File: config.mk
export PLATFORM = sky130hd
export DESIGN_NAME = seq_det_param
export DESIGN_NICKNAME = d
export VERILOG_FILES = /design/src/rtl/seq_det_param.sv
export SDC_FILE = /design/constraint.sdc
export NUM_CORES = 1
export LEC_CHECK = 0
export BUFFER_PORTS_ARGS = -buffer_cell sky130_fd_sc_hd__buf_4
export CAP_MARGIN = 20
export CORE_MARGIN = 5
export CORE_UTILIZATION = 51
export CTS_BUF_LIST = sky130_fd_sc_hd__clkbuf_4
export CTS_CLUSTER_SIZE = 10
export DETAILED_ROUTE_END_ITERATION = 10
export HOLD_SLACK_MARGIN = 0.03
export PLACE_DENSITY_LB_ADDON = 0.05
export SYNTH_ARGS = -nofsm -noshare
export SYNTH_HDL_FRONTEND = slang
export SYNTH_SLANG_ARGS = --single-unit
File: constraint.sdc
create_clock -name clk -period 1.7 [get_ports clk]
set_input_delay 0.255 -clock clk [delete_from_list [all_inputs] [get_ports clk]]
set_output_delay 0.255 -clock clk [all_outputs]
set_load 0.02 [all_outputs]
File: src/rtl/seq_det_param.sv
// Serial N-bit pattern detector with a loadable pattern, overlapping or
// non-overlapping detection, a registered match pulse and a saturating match counter.
module seq_det_param #(
  parameter int N  = 4,
  parameter int CW = 8
) (
  input  logic          clk,
  input  logic          rst,
  input  logic          in,
  input  logic          in_valid,
  input  logic [N-1:0]  pat,
  input  logic          pat_ld,
  input  logic          overlap,
  input  logic          clr_cnt,
  output logic          out,
  output logic [CW-1:0] match_cnt,
  output logic          busy
);

  localparam int FW = $clog2(N + 1);
  localparam logic [FW-1:0] F_FULL = FW'(N);
  localparam logic [N-1:0]  PR_RST = N'(1) | (N'(1) << (N - 1));

  typedef enum logic [1:0] {
    IDLE  = 2'd0,
    FILL  = 2'd1,
    ARMED = 2'd2
  } state_t;

  logic [N-1:0]  pr_q, pr_d;
  // Only the N-1 most recent bits ever reach a comparison, so the oldest
  // history bit is not kept.
  logic [N-2:0]  h_q, h_d;
  logic [FW-1:0] f_q, f_d;
  logic          out_q, out_d;
  logic [CW-1:0] cnt_q, cnt_d;
  state_t        state_q, state_d;

  logic [N-1:0]  window;
  logic          accept;
  logic          match;

  always_comb begin
    window  = {h_q, in};
    accept  = in_valid && !pat_ld;
    match   = accept && (window == pr_q) && (f_q >= F_FULL - FW'(1));

    pr_d    = pr_q;
    h_d     = h_q;
    f_d     = f_q;
    out_d   = 1'b0;
    cnt_d   = cnt_q;
    state_d = state_q;

    if (pat_ld) begin
      pr_d = pat;
      f_d  = '0;
    end else if (accept) begin
      h_d   = window[N-2:0];
      out_d = match;
      if (match) begin
        f_d = overlap ? F_FULL : '0;
      end else if (f_q != F_FULL) begin
        f_d = f_q + FW'(1);
      end
    end

    if (clr_cnt) begin
      cnt_d = '0;
    end else if (match && !(&cnt_q)) begin
      cnt_d = cnt_q + CW'(1);
    end

    if (f_d == '0) begin
      state_d = IDLE;
    end else if (f_d == F_FULL) begin
      state_d = ARMED;
    end else begin
      state_d = FILL;
    end
  end

  always_ff @(posedge clk) begin
    if (rst) begin
      pr_q    <= PR_RST;
      h_q     <= '0;
      f_q     <= '0;
      out_q   <= 1'b0;
      cnt_q   <= '0;
      state_q <= IDLE;
    end else begin
      pr_q    <= pr_d;
      h_q     <= h_d;
      f_q     <= f_d;
      out_q   <= out_d;
      cnt_q   <= cnt_d;
      state_q <= state_d;
    end
  end

  assign out       = out_q;
  assign match_cnt = cnt_q;
  assign busy      = (state_q != IDLE);

endmodule

==> run summary <==
* run status: complete, no violations
* Clock Tree Buf Depth: 2
* first-pass iteration count of the detailed router: 4
* global-route total usage across every layer: 13.5%
* area share of the leading cell type in the synthesized netlist: 38.4%
* maximum operating frequency: 0.598 GHz
* type of the worst min-delay path: in2reg
* Lkg Pwr: 0.578 nW
* area after detailed placement: 1290 um^2
* largest net degree at the start of global routing: 14
* Top Ports: 21
* terminating pin of the worst hold path: pr_q[3]
* clock latency of the later-clocked register in the worst-skew pair: 300 ps
* cell taking the most area after synthesis: dfxtp_1
* critical register-to-register path endpoint: match_cnt[4]
* quantity of I/O buffers inserted on ports: 20
* Arr. time, crit path: 1880 ps
* via density per instance: 5.35
* RR Startpoint: f_q[0]
* Core Footprint: 2000 um^2
* via count: 888
* worst-case vdd ir drop: 0.471 mV
* CTS Hold Buffers Added: 0
* Max-cap violations: 0
* Main synth FF type: dfxtp_1
* Synthesis Warnings: 0
* antenna violations before repair: 0
* hold violation total from the final report: 0
* DPL Wire Length: 1.63 mm
* total clock sinks: 21
* fraction of the yosys area taken by sequential cells: 38.4%
* Worst-path clk slew: 110 ps
* ANT nets after route: 0
* design area: 1360 um^2
* post-synthesis net count: 130
* crit path capture type: flip-flop
* number of clock buffers inserted by TritonCTS: 3
* CTS H-tree depth: 1
* mean routed wirelength per cell: 13.7 um
* unrepaired setup endpoints after global routing: yes
* count of endpoints failing setup in the final report: 0
* final wirelength: 2.28 mm
* overall die width: 56.3 um
* leading cell type by number of instances after synthesis: dfxtp_1
* final weighted congestion in routability-driven placement: 0.858
* Critical Path Source Type: flip-flop
* cell area after synthesis: 1090 um^2
* cell count of the worst hold path: 2
* DR DRC count: 0
* list of most frequent post-synthesis cells: dfxtp_1 (21), nor2_1 (16), xnor2_1 (9), nor3_1 (7)
* biggest fanout along the worst timing path: 5
* depth of the worst register-to-register path: 8
* number of different library cells in the post-synthesis netlist: 35
* required time of the worst setup path: 1900 ps
* top cells by area, synth: dfxtp_1 (38%), xnor2_1 (7.2%), mux2i_1 (5.5%), nor2_1 (5.5%), ha_1 (4.6%)
* actual slew at the worst max-slew pin: 342 ps
* layout-stage area growth over the synthesis result: 24.2%
* flop-to-flop setup slack: 30 ps
* Total Die Area: 3170 um^2
* number of flops mapped to enable cells by yosys: 0
* max-slew violation total from the final report: 0
* final period utilization: 98.3%
* worst hold path startpoint: pat[3]
* number of cells produced by synthesis: 115
* first-pass GRT wire length: 3.48 mm
* Min Clock Period, post-route: 1670 ps
* number of antenna diodes: 0
* vias in the first global route: 816
* number of DRC violations after detailed-routing iteration 0: 23
* Post-synth ARST share: 0%
* mean instance size in the synthesized netlist: 9.52 um^2
* share of final-layout standard cells stronger than drive strength 1: 34.5%
* global-route congestion overflow total: 0
* FF+latch count, synth: 21
* clock tree from TritonCTS: done
* Pwr Total: 884 uW
* fill cell instance count of the final layout: 179
* number of nets at the end of the flow: 155
* die extent in y: 56.3 um
* Post-Route Skew: 1.69 ps
* initial core utilization: 54.7%
* number of rows in the core area: 16
* Setup Crit Path Kind: reg2reg
* CTS Root Cell: clkbuf_4
* Power Density: 650 nW/um^2
* remaining max-slew budget at the tightest pin: 77.1%
## worst max-delay path, cell delays in order, from the launching register on
cell	delay [ps]
dfxtp_2	350
ha_1	150
ha_1	160
a211o_1	140
nand4_4	110
buf_12	180
nor4_4	290
xnor2_1	150
nor2_1	50
## kinds of logic after synthesis
group | after synthesis | share of synthesized area, %
xor+xnor | 10 | 8.00
buf+inv | 10 | 4.80
simple gates | 52 | 30.2
mux | 6 | 5.49
compound gates | 12 | 8.57
flops | 21 | 38.4
fa+ha+maj | 4 | 4.57
## final cells by class
type | instances | area (um^2) | share of cell area (%)
Multi-Input combinational cell | 84 | 652 | 47.9
Sequential cell | 21 | 425 | 31.3
Timing Repair Buffer | 25 | 200 | 14.7
Tap cell | 27 | 33.8 | 2.48
Clock buffer | 4 | 30.0 | 2.21
Inverter | 5 | 18.8 | 1.38
## where the power goes
group	switching [mW]	internal, mW
clock network	0.146	0.107
registers	0.00816	0.505
logic	0.0615	0.0564
total	0.215	0.669
## through the flow
step                setup slack, ps  TNS [ps]  std cells  hold slack, ps  utilization (%)
floorplan                      13.1         0        115             373                -
global placement               84.2         0        161             457             64.4
detailed placement             21.5         0        161             466             64.4
CTS                            1.56         0        165             147             65.9
global route                  -27.7     -55.6        166             143             67.9
finish                         28.1         0        166             151             67.9
## placed cells by master, fill, tap and decap left out, types with 3 or more instances in the layout
cell      count
dfxtp_2       4
mux2i_1       6
nor3_2        4
buf_4        24
xnor2_1       9
clkbuf_4      4
nand2_1       6
inv_1         5
ha_1          3
nor2_1       16
dfxtp_1      17
a211o_1       3
nor3_1        6
## state kept, by name, indices dropped and copies added, names as in the netlist
name	count
f_q	3
h_q	3
match_cnt	8
out	1
pr_q	4
state_q	2
## timing repair
action / CTS / global route
resized for setup: 0 / 8
setup buffers: 0 / 1
endpoints found under the setup margin: 0 / 8
## how the worst max path moves through the flow
stage / slack (ps) / depth (start not counted) / endpoint / start
final: 30 / 8 / match_cnt[4] / f_q[0]
after global routing: -30 / 8 / match_cnt[4] / f_q[0]
after CTS: 2 / 8 / match_cnt[4] / f_q[0]
after detailed placement: 20 / 8 / match_cnt[4] / f_q[0]
after global placement: 80 / 6 / match_cnt[5] / match_cnt[1]
after floorplan: 10 / 6 / match_cnt[5] / match_cnt[0]
## metal layers
layer	wire (um)	GRT usage, %
met1	981	16.6
met2	1180	21.9
met3	98	2.98
met4	18	6.78
met5	0	0
No activity file was read; power rests on OpenSTA's default activity.
